$ cat src/rtl/joystick_hub_pkg.sv
// Shared constants for the joystick hub: parameter defaults, FSM state codes
// and the channel-index width helper.
package joystick_hub_pkg;

  localparam int NUM_CH_DEF = 8;
  localparam int DATA_W_DEF = 64;
  localparam int CNT_W_DEF  = 8;

  localparam logic [0:0] ST_IDLE    = 1'b0;
  localparam logic [0:0] ST_PRESENT = 1'b1;

  // A single channel still needs a 1-bit index.
  function automatic int ch_w(input int n);
    return (n <= 2) ? 1 : $clog2(n);
  endfunction

endpackage

$ cat src/rtl/joystick_hub_if.sv
// Presentation handshake between the hub and its consumer.
interface joystick_hub_if
  import joystick_hub_pkg::*;
#(
  parameter int DATA_W = DATA_W_DEF,
  parameter int CH_W   = 3
);
  logic              out_valid;
  logic [CH_W-1:0]   out_ch;
  logic [DATA_W-1:0] out_data;
  logic              out_ack;

  modport master (output out_valid, output out_ch, output out_data, input out_ack);
  modport slave  (input out_valid, input out_ch, input out_data, output out_ack);
endinterface

$ cat src/rtl/joystick_hub_rr_arbiter.sv
// Combinational round-robin pick: first requester above the last grant, with wrap.
module rr_arbiter
  import joystick_hub_pkg::*;
#(
  parameter int NUM_CH = NUM_CH_DEF,
  parameter int CH_W   = ch_w(NUM_CH_DEF)
) (
  input  logic [NUM_CH-1:0] req,
  input  logic [CH_W-1:0]   last,
  output logic [CH_W-1:0]   gnt_idx,
  output logic              gnt_vld
);
  logic [CH_W-1:0] cand;

  always_comb begin
    gnt_idx = '0;
    gnt_vld = 1'b0;
    cand    = '0;
    // k = NUM_CH revisits the last winner so a lone requester is still served.
    for (int k = 1; k <= NUM_CH; k++) begin
      cand = CH_W'((int'(last) + k) % NUM_CH);
      if (!gnt_vld && req[cand]) begin
        gnt_vld = 1'b1;
        gnt_idx = cand;
      end
    end
  end
endmodule

$ cat src/rtl/joystick_hub.sv
// Joystick hub: latches per-channel words, arbitrates pending channels
// round-robin and presents one word at a time over a valid/ack handshake.
module joystick_hub
  import joystick_hub_pkg::*;
#(
  parameter int NUM_CH = NUM_CH_DEF,
  parameter int DATA_W = DATA_W_DEF,
  parameter int CNT_W  = CNT_W_DEF
) (
  input  logic                     clk,
  input  logic                     reset,
  input  logic [NUM_CH-1:0]        ch_valid,
  input  logic [NUM_CH*DATA_W-1:0] ch_data,
  input  logic [NUM_CH-1:0]        irq_mask,
  joystick_hub_if.master           out_bus,
  output logic                     irq,
  output logic [NUM_CH-1:0]        pending,
  output logic [CNT_W-1:0]         overrun_cnt,
  input  logic                     clear_overrun
);
  localparam int CH_W = ch_w(NUM_CH);

  function automatic logic [CNT_W-1:0] sat_inc(input logic [CNT_W-1:0] v);
    return (v == {CNT_W{1'b1}}) ? v : v + CNT_W'(1);
  endfunction

  logic [DATA_W-1:0] data_p0 [NUM_CH];
  logic [NUM_CH-1:0] pend_p0, pend_nxt, req, gnt_hot, ovr_hot;
  logic [0:0]        state_p0;
  logic [CH_W-1:0]   last_p0, gnt_idx, out_ch_p1;
  logic [DATA_W-1:0] out_data_p1;
  logic [CNT_W-1:0]  cnt_p0;
  logic              gnt_vld, grant_fire, irq_p0;

  assign req = pend_p0 & irq_mask;

  rr_arbiter #(.NUM_CH(NUM_CH), .CH_W(CH_W)) u_arb (
    .req     (req),
    .last    (last_p0),
    .gnt_idx (gnt_idx),
    .gnt_vld (gnt_vld)
  );

  assign grant_fire = (state_p0 == ST_IDLE) && gnt_vld;

  always_comb begin
    gnt_hot = '0;
    for (int i = 0; i < NUM_CH; i++) gnt_hot[i] = grant_fire && (gnt_idx == CH_W'(i));
  end

  // A write landing on the channel being granted re-arms it instead of overrunning.
  assign ovr_hot  = ch_valid & pend_p0 & ~gnt_hot;
  assign pend_nxt = ch_valid | (pend_p0 & ~gnt_hot);

  // Stage p0: per-channel capture
  always_ff @(posedge clk) begin
    for (int i = 0; i < NUM_CH; i++) begin
      if (reset)            data_p0[i] <= '0;
      else if (ch_valid[i]) data_p0[i] <= ch_data[i*DATA_W +: DATA_W];
    end
  end

  always_ff @(posedge clk) begin
    if (reset) begin
      pend_p0 <= '0;
      irq_p0  <= 1'b0;
      cnt_p0  <= '0;
    end else begin
      pend_p0 <= pend_nxt;
      irq_p0  <= |(pend_nxt & irq_mask);
      if (clear_overrun)  cnt_p0 <= '0;
      else if (|ovr_hot)  cnt_p0 <= sat_inc(cnt_p0);
    end
  end

  // Stage p1: presentation register and FSM
  always_ff @(posedge clk) begin
    if (reset) begin
      state_p0    <= ST_IDLE;
      last_p0     <= CH_W'(NUM_CH - 1);
      out_ch_p1   <= '0;
      out_data_p1 <= '0;
    end else if (state_p0 == ST_IDLE) begin
      if (grant_fire) begin
        state_p0    <= ST_PRESENT;
        last_p0     <= gnt_idx;
        out_ch_p1   <= gnt_idx;
        out_data_p1 <= data_p0[gnt_idx];
      end
    end else if (out_bus.out_ack) begin
      state_p0 <= ST_IDLE;
    end
  end

  assign out_bus.out_valid = (state_p0 == ST_PRESENT);
  assign out_bus.out_ch    = out_ch_p1;
  assign out_bus.out_data  = out_data_p1;
  assign irq               = irq_p0;
  assign pending           = pend_p0;
  assign overrun_cnt       = cnt_p0;
endmodule

$ cat src/flat_wrapper.sv
// flat-port wrapper written by rule: the top's interface ports become plain ports
module joystick_hub_flat import joystick_hub_pkg::*;
#(
  parameter int NUM_CH = NUM_CH_DEF,
  parameter int DATA_W = DATA_W_DEF,
  parameter int CNT_W  = CNT_W_DEF
)
  (clk, reset, ch_valid, ch_data, irq_mask, irq, pending, overrun_cnt, clear_overrun, out_bus_out_valid, out_bus_out_ch, out_bus_out_data, out_bus_out_ack);
  joystick_hub_if #(.DATA_W(DATA_W), .CH_W((3))) out_bus_i ();
  input  logic clk;
  input  logic reset;
  input  logic [NUM_CH-1:0] ch_valid;
  input  logic [NUM_CH*DATA_W-1:0] ch_data;
  input  logic [NUM_CH-1:0] irq_mask;
  output logic irq;
  output logic [NUM_CH-1:0] pending;
  output logic [CNT_W-1:0] overrun_cnt;
  input  logic clear_overrun;
  output wire logic [$bits(out_bus_i.out_valid)-1:0] out_bus_out_valid;
  output wire logic [$bits(out_bus_i.out_ch)-1:0] out_bus_out_ch;
  output wire logic [$bits(out_bus_i.out_data)-1:0] out_bus_out_data;
  input wire logic [$bits(out_bus_i.out_ack)-1:0] out_bus_out_ack;
  assign out_bus_out_valid = out_bus_i.out_valid;
  assign out_bus_out_ch = out_bus_i.out_ch;
  assign out_bus_out_data = out_bus_i.out_data;
  assign out_bus_i.out_ack = out_bus_out_ack;
  joystick_hub #(.NUM_CH(NUM_CH), .DATA_W(DATA_W), .CNT_W(CNT_W)) u_core (.clk(clk), .reset(reset), .ch_valid(ch_valid), .ch_data(ch_data), .irq_mask(irq_mask), .out_bus(out_bus_i), .irq(irq), .pending(pending), .overrun_cnt(overrun_cnt), .clear_overrun(clear_overrun));
endmodule
$ cat config.mk
export PLATFORM = sky130hd
export DESIGN_NAME = joystick_hub_flat
export DESIGN_NICKNAME = d
export VERILOG_FILES = /design/src/rtl/joystick_hub_pkg.sv /design/src/rtl/joystick_hub_if.sv /design/src/rtl/joystick_hub_rr_arbiter.sv /design/src/rtl/joystick_hub.sv /design/src/flat_wrapper.sv
export SDC_FILE = /design/constraint.sdc
export NUM_CORES = 1
export LEC_CHECK = 0
export CORE_MARGIN = 2
export CORE_UTILIZATION = 45
export CTS_CLUSTER_SIZE = 40
export DETAILED_ROUTE_END_ITERATION = 10
export HOLD_SLACK_MARGIN = 0.08
export PLACE_DENSITY = 0.7
export SLEW_MARGIN = 20
export SYNTH_ARGS = -nofsm -noshare
export SYNTH_HDL_FRONTEND = slang
export SYNTH_HIERARCHICAL = 1
export SYNTH_SLANG_ARGS = --single-unit
$ cat constraint.sdc
create_clock -name clk -period 6 [get_ports clk]
set_input_delay 1.2 -clock clk [delete_from_list [all_inputs] [get_ports clk]]
set_output_delay 1.2 -clock clk [all_outputs]
set_load 0.1 [all_outputs]
---- Word level (Yosys, flattened, before mapping) ----
Memory sizes are Yosys's and may differ from the RTL's. A register that Yosys moved wholly into a read port is not among the register bits.
Index checks and enable logic that the tools add are counted.
storage, ports and cells
  register bits ........................... 24
  bits in writable memories ............... 512
  input port bits ......................... 532
  output and inout port bits .............. 85
  word-level logic and storage cells ...... 147
  memories ................................ 1
cells by class
  add/sub/neg operators ................... 9
  $lt $le $gt $ge ......................... 8
  equality and inequality tests ........... 8
  mux-type cells .......................... 69
  bitwise logic cells ..................... 17
  reduce and logical (&&, ||, !) cells .... 29
memory list
  name            words  bits a word  read ports  clocked after memory_dff  wr ports  line                text
  u_core.data_p0  8      64           1           1                         8         joystick_hub.sv:27  logic [DATA_W-1:0] data_p0 [NUM_CH];
operator list
  operator                                                               count
  64-bit 2-to-1 mux                                                      8
  1-bit 2-to-1 mux                                                       45
  8-bit bitwise AND                                                      5
  3-bit by 4-bit < comparator with 1-bit output, second input constant   8
  1-bit binary-select mux with 3-bit select                              8
  3-bit 2-to-1 mux                                                       8
  1-bit logical AND                                                      16
  8-bit OR reduction                                                     2
  3-bit adder, second input constant                                     4
  3-bit equality test, second input constant                             4
  8-bit by 1-bit adder with 8-bit output, second input constant          1
  8-bit equality test, second input constant                             1
  8-bit inverter                                                         1
  1-bit OR                                                               8
  8-bit OR                                                               1
  1-bit zero test                                                        7
  3-bit by 1-bit adder with 3-bit output, second input constant          2
  3-bit by 2-bit adder with 3-bit output, second input constant          2
  3-bit by 2-bit equality test with 1-bit output, second input constant  2
  2-bit AND reduction                                                    2
  3-bit by 1-bit equality test with 1-bit output, second input constant  1
  3-bit zero test                                                        1
  1-bit inverter                                                         2
  2-bit OR reduction                                                     1

---- Longest topological paths before layout ----
Gate-level depths: netlist of the first run.
  depth in word-level cells ............... 32
  gate-level depth with buffers ........... 20

---- Hierarchy ----
The synthesis of the first run kept the hierarchy.
modules (own cells, without submodules)
  module        instances  cells an instance  area each (µm²)  seq. area each (µm²)
  joystick_hub  1          1,686              25,876.1         17,136.4
  rr_arbiter    1          93                 785.8            0.0

---- Least setup slack after synthesis of the first run ----
Ideal clock, no wire load.
  kind .................................... input to register
  start point ............................. in irq_mask[3]
  end point ............................... reg u_core.out_data_p1[55] (netlist: u_core/out_bus.out_data[55]) (read register of u_core.data_p0)
  setup time .............................. 137 ps
  arrival time ............................ 4,525 ps
  path slack .............................. 1,338 ps
  cell stages on the path ................. 13
  buffers on the path ..................... 4
  path through ............................ and2_1 -> mux4_1 -> mux2_1 -> or4_1 -> buf_2 -> o211a_1 -> a31oi_1 -> buf_4 -> buf_4 -> buf_4 -> mux4_2 -> mux2i_1 -> a211oi_1
RTL lines
  element                                    line                           text
  from (decl)                                flat_wrapper.sv:14             input logic [NUM_CH-1:0] irq_mask;
  8-bit bitwise AND (*)                      joystick_hub.sv:35             assign req = pend_p0 & irq_mask;
  1-bit binary-select mux with 3-bit select  joystick_hub_rr_arbiter.sv:22  if (!gnt_vld && req[cand]) begin
  1-bit 2-to-1 mux (not written as such)     joystick_hub_rr_arbiter.sv:22
  1-bit 2-to-1 mux                           joystick_hub_rr_arbiter.sv:22
  1-bit zero test                            joystick_hub_rr_arbiter.sv:22
  1-bit logical AND                          joystick_hub_rr_arbiter.sv:22
  1-bit 2-to-1 mux                           joystick_hub_rr_arbiter.sv:22
  1-bit zero test                            joystick_hub_rr_arbiter.sv:22
  (+10 left out)                             -
  1-bit 2-to-1 mux                           joystick_hub_rr_arbiter.sv:22
  1-bit zero test                            joystick_hub_rr_arbiter.sv:22
  1-bit logical AND                          joystick_hub_rr_arbiter.sv:22
  1-bit 2-to-1 mux                           joystick_hub_rr_arbiter.sv:22
  1-bit zero test                            joystick_hub_rr_arbiter.sv:22
  1-bit logical AND                          joystick_hub_rr_arbiter.sv:22
  3-bit 2-to-1 mux (*)                       joystick_hub_rr_arbiter.sv:22
  via u_core.gnt_idx[0]                      joystick_hub.sv:30             logic [CH_W-1:0] last_p0, gnt_idx, out_ch_p1;
  to (decl)                                  joystick_hub.sv:31             logic [DATA_W-1:0] out_data_p1;
The timed path passes the listed nets; every way through them passes the cells marked *. The select of a mux whose other input is x is not followed.
A chain may end at the register's enable or synchronous reset.

---- Worst setup path in the final report of the first run ----
  start point ............................. reg u_core.last_p0[0]
  end point ............................... reg u_core.out_data_p1[50] (netlist: u_core/out_bus.out_data[50]) (read register of u_core.data_p0)
RTL lines
  element                                    line                           text
  from (decl)                                joystick_hub.sv:30
  from (signal assigned)                     joystick_hub.sv:80             last_p0 <= CH_W'(NUM_CH - 1);
  from (signal assigned)                     joystick_hub.sv:86             last_p0 <= gnt_idx;
  3-bit by 1-bit adder with 3-bit output     joystick_hub_rr_arbiter.sv:21  cand = CH_W'((int'(last) + k) % NUM_CH);
  1-bit binary-select mux with 3-bit select  joystick_hub_rr_arbiter.sv:22
  1-bit 2-to-1 mux (not written as such)     joystick_hub_rr_arbiter.sv:22
  1-bit 2-to-1 mux                           joystick_hub_rr_arbiter.sv:22
  1-bit zero test                            joystick_hub_rr_arbiter.sv:22
  1-bit logical AND                          joystick_hub_rr_arbiter.sv:22
  1-bit 2-to-1 mux                           joystick_hub_rr_arbiter.sv:22
  1-bit zero test                            joystick_hub_rr_arbiter.sv:22
  (+10 left out)                             -
  1-bit 2-to-1 mux                           joystick_hub_rr_arbiter.sv:22
  1-bit zero test                            joystick_hub_rr_arbiter.sv:22
  1-bit logical AND                          joystick_hub_rr_arbiter.sv:22
  1-bit 2-to-1 mux                           joystick_hub_rr_arbiter.sv:22
  1-bit zero test                            joystick_hub_rr_arbiter.sv:22
  1-bit logical AND                          joystick_hub_rr_arbiter.sv:22
  3-bit 2-to-1 mux (*)                       joystick_hub_rr_arbiter.sv:22
  via u_core.gnt_idx[0]                      joystick_hub.sv:30
Marked as above.

==> summary.md, run 1 <==
| Metric | Value |
|---|---|
| Global route overflow | `0` |
| Worst Tran Pin Value | `between 1 and 1.5 ns` |
| Final Skew | `0.0145 ns` |
| Reg area | `0.0171 mm^2` |
| Status | `completed` |
| Initial antenna violation count | `31` |
| Final WS setup | `0.830 ns` |
| Syn Nets | `2314` |
| Num Clock Sinks | `600` |
| R2R Path End | `u_core/out_bus.out_data[50]$_SDFFE_PP0P_` |
| CTS buffer count | `61` |
| Gate power share | `52.2%` |
| Crit path from | `u_core/last_p0[0]$_SDFFE_PP1P_` |
| Met3 WL post-DR | `8130 um` |
| Final cell area excluding filler cells | `0.0358 mm^2` |
| Vias in the first global route | `between 15000 and 20000` |
| Placed Cells | `3073` |
| Post-CTS Hold Buffers | `0` |
| Total core area | `0.0588 mm^2` |
| Area after DPL | `0.0336 mm^2` |
| Setup crit end | `u_core/out_bus.out_data[50]$_SDFFE_PP0P_` |
| Met2 WL post-DR | `43700 um` |
| Width of the die | `247 um` |
| Warnings, synthesis | `6` |
| Via count | `18058` |
| Wl on met1 | `about 34000 um` |
| DRC | `0` |
| Layout cells sized above 1 | `11.9%` |
| Pre-antenna DRT Iters | `5` |
| Main area contributors after synthesis | `edfxtp_1 (58%), and2_1 (12%), mux4_2 (11%)` |
| All-Layer GR Usage | `between 20 and 30%` |
| Clock transition at the registers of the reported paths | `around 0.06 ns` |
| Filler cells | `4439` |
| LEAKAGE | `0.0133 uW` |
| Final min period | `between 5 and 6 ns` |
| Most common cell after layout, fill and taps aside | `clkdlybuf4s50_1` |
| Mapped Cells | `1779` |
| Largest net degree at the start of global routing | `70` |
| Total Die Area | `~0.061 mm^2` |
| Worst-Skew Late Latency | `~0.64 ns` |
| Setup Fix Bufs, Post-CTS | `0` |
| Via density per instance | `5.61` |
| TNS Setup | `0 ns` |
| FFs w/ async S/R, synth | `0%` |
| GPL Wtd Cong | `around 0.91` |
| Detail Route Antenna Nets | `0` |
| Worst slack at placement | `0.336 ns` |
| H-tree levels | `2` |
| Rel. slew slack | `between 20% and 30%` |
| Ports | `617` |
| IR drop worst, VDD | `0.761 mV` |
| Post-Layout Cell Count | `3217` |
| Area Growth Syn to Fin | `34.4%` |
| Unrepaired setup endpoints after global routing | `false` |
| TritonCTS clock tree | `built` |
| Yosys reg bits | `600` |
| Syn_area_per_cell | `15.0 um^2` |
| CP arrival | `5.64 ns` |
| Commonest cells after routing, fill and taps aside | `clkdlybuf4s50_1 (615), and2_1 (523), edfxtp_1 (512), mux4_2 (130), dfxtp_1 (88)` |
| Final Max Tran Viols | `0` |
| Cell taking the most area after synthesis | `edfxtp_1` |
| Hold Crit Class | `reg2reg` |
| Core Util, Final | `60.9%` |
| Bufs on Longest Clock Path | `3` |
| Synthesized area | `0.0267 mm^2` |
| Cell Pwr Density | `544 mW/mm^2` |
| Distinct cells, synth | `54` |
| Root Buffer | `clkbuf_16` |
| Register area share after synthesis | `64.3%` |
| Initial drt markers | `approximately 1700` |
| CP Capture Type | `register` |
| Post-cts sizing count | `0` |
| First-pass GRT wire length | `127000 um` |
| R2r startpoint | `u_core/last_p0[0]$_SDFFE_PP1P_` |
| R2R setup slack | `0.83 ns` |
| Die Ht | `approximately 250 um` |
| Final Setup Violations | `0` |
| Final net count | `roughly 2900` |
| Pint | `12000 uW` |
| Max_cap viols | `0` |
| Site Rows | `89` |
| Post-synth EDFFs | `512` |
| Post-DP HPWL | `just over 60000 um` |
| Routed WL | `89900 um` |
| Total net switching power | `~7500 uW` |
| Input/output buffers | `616` |
| Main flop type after synthesis | `edfxtp_1` |
| R2R cell count | `13` |
| Fmax | `193 MHz` |
| Worst EP required | `6.47 ns` |
| Kind of critical path | `reg2reg` |
| Sequential power share | `around 27%` |
| Sw Share | `38.5%` |
| Mean routed wirelength per cell | `27.9 um` |
| Initial core utilization | `45.3%` |
| Post-synth top area share | `approximately 58%` |
| Clk pwr share | `20.6%` |
| Max FO, Critical Path | `17` |
| Hold violation count in the final report | `0` |
| DR top layer | `met5` |
| Startpoint types | `register` |
| Fin crit share | `between 80% and 90%` |
| Multi-input logic area | `0.00901 mm^2` |
stage by stage:
stage	power, uW	hold WS, ns
after floorplan	13100	0.464
after global placement	15400	0.449
after detailed placement	15600	0.452
after CTS	19600	0.460
after global routing	20300	0.478
final	19500	0.463
logic make-up after synthesis:
logic type / share of synthesized area (%)
buffers and inverters: 2.36
adders and majority gates: 0.141
AOI/OAI and AO/OA: 3.40
muxes: 14.5
and+or+nand+nor: 15.2
DFF: 64.3
xor gates and xnor gates: 0.0986
flip-flops by register name (all words and copies together) (netlist names):
name	count
u_core/pending	8
u_core/out_bus.out_ch	3
u_core/overrun_cnt	8
u_core/last_p0	3
u_core/out_bus.out_valid	1
u_core/irq	1
u_core/data_p0	512
u_core/out_bus.out_data	64
critical path, stage by stage, from the launching register on:
cell and delay, ns:
dfxtp_1 0.83, inv_1 0.17, ha_1 0.54, mux4_1 0.43, mux2_4 0.32, or4_1 0.68
nor2_1 0.15, nand3_1 0.14, a31oi_4 0.31, buf_4 0.23, buf_4 0.35, mux4_2 0.57
mux2i_1 0.18, a211oi_1 0.09
area by class of cell:
cell class	count	area share (%)
Timing Repair Buffer	649	18.1
Inverter	8	0.0838
Clock inverter	32	1.16
Multi-Input combinational cell	1043	25.2
Tap cell	773	2.70
Sequential cell	600	47.8
Clock buffer	82	4.73
Antenna cell	30	0.210
power groups by stage:
stage | Combinational (uW) | Clock [uW] | Sequential (uW)
global route | 10800 | 4210 | 5350
CTS | 10200 | 4050 | 5310
floorplan | 6640 | 0 | 6460
detailed placement | 10200 | 0 | 5390
global placement | 10000 | 0 | 5370
finish | 10200 | 4010 | 5310
worst min-delay path by stage:
stage          cells past startpoint                                  start                                     to  slack [ns]
2_1_floorplan                      2         u_core/last_p0[1]$_SDFFE_PP1P_         u_core/last_p0[1]$_SDFFE_PP1P_        0.46
3_3_place_gp                       2  u_core/out_bus.out_ch[0]$_SDFFE_PP0P_  u_core/out_bus.out_ch[0]$_SDFFE_PP0P_        0.45
3_5_place_dp                       2  u_core/out_bus.out_ch[0]$_SDFFE_PP0P_  u_core/out_bus.out_ch[0]$_SDFFE_PP0P_        0.45
4_1_cts                            2  u_core/out_bus.out_ch[0]$_SDFFE_PP0P_  u_core/out_bus.out_ch[0]$_SDFFE_PP0P_        0.46
5_1_grt                            2  u_core/out_bus.out_ch[0]$_SDFFE_PP0P_  u_core/out_bus.out_ch[0]$_SDFFE_PP0P_        0.48
6_report                           2  u_core/out_bus.out_ch[0]$_SDFFE_PP0P_  u_core/out_bus.out_ch[0]$_SDFFE_PP0P_        0.46
Yosys cell counts (all sizes together), types with 3 or more instances:
cell    instances
and2          523
edfxtp        512
mux4          135
dfxtp          88
clkbuf         86
nor2           83
mux2i          70
a211oi         65
buf            42
a21oi          30
nand2          23
nor2b          15
nand3          10
mux2            9
o21ai           9
or2             9
inv             8
nand2b          5
or3             5
a31oi           4
a32oi           4
nand4           4
nor3            4
or4             4
ha              3
o211ai          3
o22ai           3
per-layer routing:
| layer | global-route usage [%] | vias up |
|---|---|---|
| met5 | 0 | - |
| met4 | 13.8 | 10 |
| met3 | 5.61 | 202 |
| met2 | 46.6 | 1095 |
| met1 | 38.5 | 8977 |
| li1 | - | 7774 |
Note: power is estimated with default switching activity, not from simulation.
==> inputs of run 2 (changes only) <==
Settings changed: CORE_MARGIN 2 to 1.
==> run 2 against run 1 <==
Count of clock-buffer cells in the layout increased by 8. Via count increased by 0.18%. First-iteration DRC count increased by 1.9%. Design area increased by 0.23%. Non-clock buffer count increased by 5. Sequential share of layout area decreased by 0.11 points. Register-to-register slack improved by 0.31 ns. Critical path depth decreased by 1. Fmax decreased by 0.38%. Critical endpoint is now u_core/out_bus.out_data[17]$_SDFFE_PP0P_.
==> summary.md, run 2 (synthesis results as in run 1) <==
| Metric | Value |
|---|---|
| Max FO, Critical Path | `23 (+6)` |
| Routed WL | `89600 um (-0.30%)` |
| Detail Route Antenna Nets | `0 (unchanged)` |
| Pre-antenna DRT Iters | `5 (unchanged)` |
| TNS Setup | `0 ns (unchanged)` |
| CP Capture Type | `register` |
| Kind of critical path | `in2reg` |
| Max FFs per register | `512 (unchanged)` |
| Clock transition at the registers of the reported paths | `0.07 ns (about the same)` |
| Core Util, Final | `61.8% (+0.83 points)` |
| Area Growth Syn to Fin | `34.7%` |
| Final Setup Violations | `0 (unchanged)` |
| Final net count | `2908 (+0.35%)` |
| Post-CTS Hold Buffers | `0 (unchanged)` |
| CTS buffer count | `66 (+8.2%)` |
| CP arrival | `5.63 ns (about the same)` |
| Post-cts sizing count | `0 (unchanged)` |
| Cell Pwr Density | `548 mW/mm^2 (+0.70%)` |
| Post-Layout Cell Count | `3213 (-0.12%)` |
| Setup Fix Bufs, Post-CTS | `0 (unchanged)` |
| Die Ht | `245 um (-0.81%)` |
| Post-DP HPWL | `59800 um (-1.1%)` |
| Vias in the first global route | `18819 (+0.52%)` |
| Hold violation count in the final report | `0 (unchanged)` |
| IR drop worst, VDD | `0.784 mV (+3.0%)` |
| DRC | `0 (unchanged)` |
| H-tree levels | `3 (+1)` |
| Unrepaired setup endpoints after global routing | `false` |
| Input/output buffers | `616 (unchanged)` |
| Area after DPL | `0.0337 mm^2 (+0.16%)` |
| Final Max Tran Viols | `0 (unchanged)` |
| Via count | `18090 (+0.18%)` |
| Status | `completed` |
| Initial core utilization | `45.9% (+0.52 points)` |
| Worst Tran Pin Value | `1.11 ns (-0.0365 ns)` |
| Global route overflow | `0 (unchanged)` |
| Largest net degree at the start of global routing | `77 (+10%)` |
| Final cell area excluding filler cells | `0.0359 mm^2 (+0.23%)` |
| Final WS setup | `0.810 ns (-0.0199 ns)` |
| Hold Crit Class | `reg2reg` |
| Via density per instance | `5.63 (+0.30%)` |
| Layout cells sized above 1 | `12.0% (+0.11 points)` |
| Rel. slew slack | `25.8% (+2.4 points)` |
| GPL Wtd Cong | `0.892 (-1.4%)` |
| Ports | `617 (unchanged)` |
| First-pass GRT wire length | `126000 um (-0.52%)` |
| Final min period | `5.19 ns (+0.0199 ns)` |
| Initial drt markers | `1691 (+1.9%)` |
| Site Rows | `88 (-1.1%)` |
| R2R setup slack | `1.14 ns (+0.31 ns)` |
| Commonest cells after routing, fill and taps aside | `clkdlybuf4s50_1 (615), and2_1 (523), edfxtp_1 (512), mux4_2 (130), dfxtp_1 (88)` |
| TritonCTS clock tree | `built` |
| Startpoint types | `input port` |
| Mean routed wirelength per cell | `27.9 um (-0.18%)` |
| Initial antenna violation count | `22 (-29%)` |
| Placed Cells | `3070 (-0.098%)` |
| Total core area | `0.0581 mm^2 (-1.1%)` |
| LEAKAGE | `0.0134 uW (+0.48%)` |
| Width of the die | `245 um (-0.81%)` |
| Root Buffer | `clkbuf_16` |
| Max_cap viols | `0 (unchanged)` |
| Fin crit share | `86.5% (+0.33 points)` |
| Final Skew | `0.0179 ns (+0.00344 ns)` |
| Bufs on Longest Clock Path | `3 (unchanged)` |
| Total Die Area | `0.0602 mm^2 (-1.6%)` |
| Largest Register | `u_core/data_p0` |
| Most common cell after layout, fill and taps aside | `clkdlybuf4s50_1` |
| All-Layer GR Usage | `29.4% (+0.28 points)` |
| Worst slack at placement | `0.276 ns (-0.0598 ns)` |
| Fmax | `193 MHz (-0.38%)` |
| Worst EP required | `6.44 ns (-0.03 ns)` |
| Worst-Skew Late Latency | `0.60 ns (-0.04 ns)` |
| Num Clock Sinks | `600 (unchanged)` |
==> run 2: path summary, 6_finish.rpt <==
| kind | start | endpoint | depth (start not counted) |
|---|---|---|---|
| worst max register to register | u_core/last_p0[1]$_SDFFE_PP1P_ | u_core/out_bus.out_data[17]$_SDFFE_PP0P_ | 13 |
| worst min register to register | u_core/out_bus.out_ch[1]$_SDFFE_PP0P_ | u_core/out_bus.out_ch[1]$_SDFFE_PP0P_ | 2 |
| worst min-delay path | u_core/out_bus.out_ch[1]$_SDFFE_PP0P_ | u_core/out_bus.out_ch[1]$_SDFFE_PP0P_ | 2 |
| worst max-delay path | irq_mask[3] | u_core/out_bus.out_data[17]$_SDFFE_PP0P_ | 12 |
==> run 2: routing by layer <==
metal | vias up | wire length [um] | GRT usage [%]
met3 | 167 | 7850 | 5.13
met5 | - | 27 | 0
met1 | 9060 | 34400 | 38.4
met2 | 1059 | 44200 | 48.6
met4 | 4 | 3110 | 12.0
li1 | 7800 | - | -
==> run 2: power by group <==
group | internal [uW] | total [uW] | switching (uW) | leakage [uW]
Sequential | 5050 | 5280 | 226 | 0.00623
Clock | 2380 | 4060 | 1680 | 0.00106
Combinational | 4630 | 10300 | 5710 | 0.00607
==> run 2: layout make-up <==
type	instances	area [um^2]
repair buffers	654	6560
diodes	22	55.1
well taps	765	957
multi-input cells	1043	9010
clock buffers	90	1880
inverters	8	30.0
fillers	4379	22200
clock inverters	31	284
flip-flops and latches	600	17100
==> run 2: worst max-delay path, stage by stage <==
cell,delay (ns)
clkdlybuf4s50_1,0.45
and2_1,0.24
mux4_1,0.63
mux2_1,0.37
or4_1,0.67
o211a_1,0.32
a31oi_4,0.38
buf_12,0.29
buf_12,0.24
mux4_2,0.55
mux2i_1,0.15
a211oi_1,0.09
==> run 2: stage by stage <==
step | hold slack [ns] | total power [uW]
floorplan | 0.464 | 13100
global placement | 0.450 | 15500
detailed placement | 0.455 | 15700
CTS | 0.467 | 19800
global route | 0.495 | 20500
finish | 0.467 | 19700
==> inputs of run 3 (changes only) <==
Settings changed: REMOVE_ABC_BUFFERS set to 1.
==> run 3 against run 2 <==
Sequential share of layout area rose by 0.16 points. Register-to-register slack got worse by 0.48 ns. Sequential power barely moved. Hold slack improved by 0.029 ns. Fmax fell by 2.9%. Critical path depth rose by 2. Count of clock-buffer cells in the layout fell by 11. Routed wire length rose by 0.50%. Design area fell by 0.33%.
==> summary.md, run 3 (synthesis results as in run 1) <==
| Metric | Value |
|---|---|
| Hold Crit Class | `reg2reg` |
| Largest Register | `u_core/data_p0` |
| Bufs on Longest Clock Path | `3 (unchanged)` |
| Final Max Tran Viols | `0 (unchanged)` |
| Width of the die | `245 um (unchanged)` |
| R2R Path End | `u_core/overrun_cnt[7]$_SDFFE_PP0P_` |
| Worst Tran Pin Value | `1.16 ns (+0.0495 ns)` |
| Gate power share | `51.8% (-0.8 points)` |
| Final net count | `2896 (-0.41%)` |
| Post-CTS Hold Buffers | `0 (unchanged)` |
| Via density per instance | `5.67 (+0.78%)` |
| TNS Setup | `0 ns (unchanged)` |
| Commonest cells after routing, fill and taps aside | `clkdlybuf4s50_1 (614), and2_1 (523), edfxtp_1 (512), mux4_2 (130), dfxtp_1 (88)` |
| Layout cells sized above 1 | `11.7% (-0.34 points)` |
| Max FO, Critical Path | `16 (-30%)` |
| Input/output buffers | `616 (unchanged)` |
| R2R cell count | `14 (+1)` |
| TritonCTS clock tree | `built` |
| Largest net degree at the start of global routing | `78 (+1.3%)` |
| Sequential power share | `27.2% (+0.4 points)` |
| Initial drt markers | `1726 (+2.1%)` |
| Hold path cells | `2 (unchanged)` |
| CTS buffer count | `60 (-9.1%)` |
| Hold Startpoint | `u_core/out_bus.out_ch[1]$_SDFFE_PP0P_` |
| Most common cell after layout, fill and taps aside | `clkdlybuf4s50_1` |
| Placed Cells | `3063 (-0.23%)` |
| GPL Wtd Cong | `0.867 (-2.9%)` |
| Site Rows | `88 (unchanged)` |
| Core Util, Final | `61.6% (-0.20 points)` |
| Total net switching power | `7470 uW (-2.0%)` |
| LEAKAGE | `0.0133 uW (-0.41%)` |
| Final Setup Violations | `0 (unchanged)` |
| Total core area | `0.0581 mm^2 (unchanged)` |
| Initial core utilization | `45.9% (unchanged)` |
| Vias in the first global route | `18823 (+0.021%)` |
| Kind of critical path | `reg2reg` |
| R2R setup slack | `0.66 ns (-0.48 ns)` |
| Clock transition at the registers of the reported paths | `0.06 ns (about the same)` |
| Cell Pwr Density | `544 mW/mm^2 (-0.68%)` |
| Post-DP HPWL | `57400 um (-4.1%)` |
| Root Buffer | `clkbuf_16` |
| Setup Fix Bufs, Post-CTS | `0 (unchanged)` |
| Final min period | `5.34 ns (+0.154 ns)` |
| Pint | `12000 uW (-0.37%)` |
| IR drop worst, VDD | `0.878 mV (+12%)` |
| Clk pwr share | `20.9% (+0.3 points)` |
| Sw Share | `38.3% (-0.40 points)` |
| R2r startpoint | `u_core/last_p0[0]$_SDFFE_PP1P_` |
| Max_cap viols | `0 (unchanged)` |
| Fmax | `187 MHz (-2.9%)` |
| Mean routed wirelength per cell | `28.2 um (+1.3%)` |
| Rel. slew slack | `22.7% (-3.1 points)` |
| Startpoint types | `register` |
| H-tree levels | `2 (-1)` |
| Ports | `617 (unchanged)` |
| CP arrival | `5.89 ns (+0.26 ns)` |
| Max FFs per register | `512 (unchanged)` |
| Post-Layout Cell Count | `3189 (-0.75%)` |
| Post-cts sizing count | `0 (unchanged)` |
| Worst EP required | `6.54 ns (+0.10 ns)` |
| Fin crit share | `89.1% (+2.6 points)` |
| CP Capture Type | `register` |
| Hold Path End | `u_core/out_bus.out_ch[1]$_SDFFE_PP0P_` |
| Status | `completed` |
| Worst-Skew Late Latency | `0.63 ns (+0.03 ns)` |
| Num Clock Sinks | `600 (unchanged)` |
| Hold violation count in the final report | `0 (unchanged)` |
| Final Skew | `0.0164 ns (-0.00146 ns)` |
| Detail Route Antenna Nets | `0 (unchanged)` |
| Initial antenna violation count | `18 (-18%)` |
| Area Growth Syn to Fin | `34.3%` |
| Total Die Area | `0.0602 mm^2 (unchanged)` |
| Crit path from | `u_core/last_p0[0]$_SDFFE_PP1P_` |
| Routed WL | `90000 um (+0.50%)` |
| Global route overflow | `0 (unchanged)` |
| All-Layer GR Usage | `29.5% (+0.12 points)` |
| Die Ht | `245 um (unchanged)` |
| First-pass GRT wire length | `126000 um (-0.25%)` |
| Pre-antenna DRT Iters | `6 (+1)` |
| Via count | `18095 (+0.028%)` |
| DRC | `0 (unchanged)` |
| Unrepaired setup endpoints after global routing | `false` |
-- run 3: layer usage --
layer  track usage (%)  up-vias  share of wire (%)
li1                  -     7763                  -
met4              11.0        8                3.1
met1              38.3     9064                 39
met2              48.8     1093                 49
met3              6.20      167                9.1
met5                 0        -              0.058
-- run 3: layout make-up --
class                   instances  area [um^2]
diodes                         13         32.5
clock inverters                33          475
well taps                     765          957
flip-flops and latches        600        17100
clock buffers                  79         1670
inverters                       8         30.0
repair buffers                648         6480
fillers                      4396        22300
multi-input cells            1043         9010
-- run 3: how the worst max path moves through the flow --
stage,to,slack (ns),depth (start not counted)
CTS,u_core/out_bus.out_data[19]$_SDFFE_PP0P_,0.75,12
floorplan,u_core/out_bus.out_data[0]$_SDFFE_PP0P_,-11.12,10
finish,u_core/overrun_cnt[7]$_SDFFE_PP0P_,0.66,14
detailed placement,u_core/out_bus.out_data[19]$_SDFFE_PP0P_,0.33,12
global placement,u_core/out_bus.out_data[32]$_SDFFE_PP0P_,0.46,13
global route,u_core/out_bus.out_data[19]$_SDFFE_PP0P_,0.48,12
-- run 3: metrics by stage --
step                      total power (uW)  cell area [um^2]  setup WS (ns)  hold slack [ns]
after floorplan                      10500             26100         -11.12            0.666
final                                19500             35800          0.656            0.496
after global placement               15300             33600          0.461            0.481
after CTS                            19600             35700          0.753            0.493
after global routing                 20300             35800          0.477            0.512
after detailed placement             15500             33600          0.328            0.485
-- run 3: worst max-delay path: stages, from the launching register on --
cell	delay [ns]
dfxtp_1	0.90
inv_1	0.18
ha_1	0.59
mux4_1	0.51
mux2_2	0.36
or4_1	0.62
nor2_1	0.16
nand3_1	0.14
a31oi_4	0.29
nor2_1	0.12
a21boi_1	0.28
a32oi_1	0.14
and4_4	0.27
or4_1	0.52
a21oi_1	0.17
-- run 3: power groups by stage --
stage | combinational, uW | sequential [uW] | clock, uW
after floorplan | 4060 | 6450 | 0
after global placement | 9940 | 5370 | 0
after detailed placement | 10100 | 5390 | 0
after CTS | 10100 | 5300 | 4130
after global routing | 10600 | 5350 | 4270
final | 10100 | 5310 | 4080
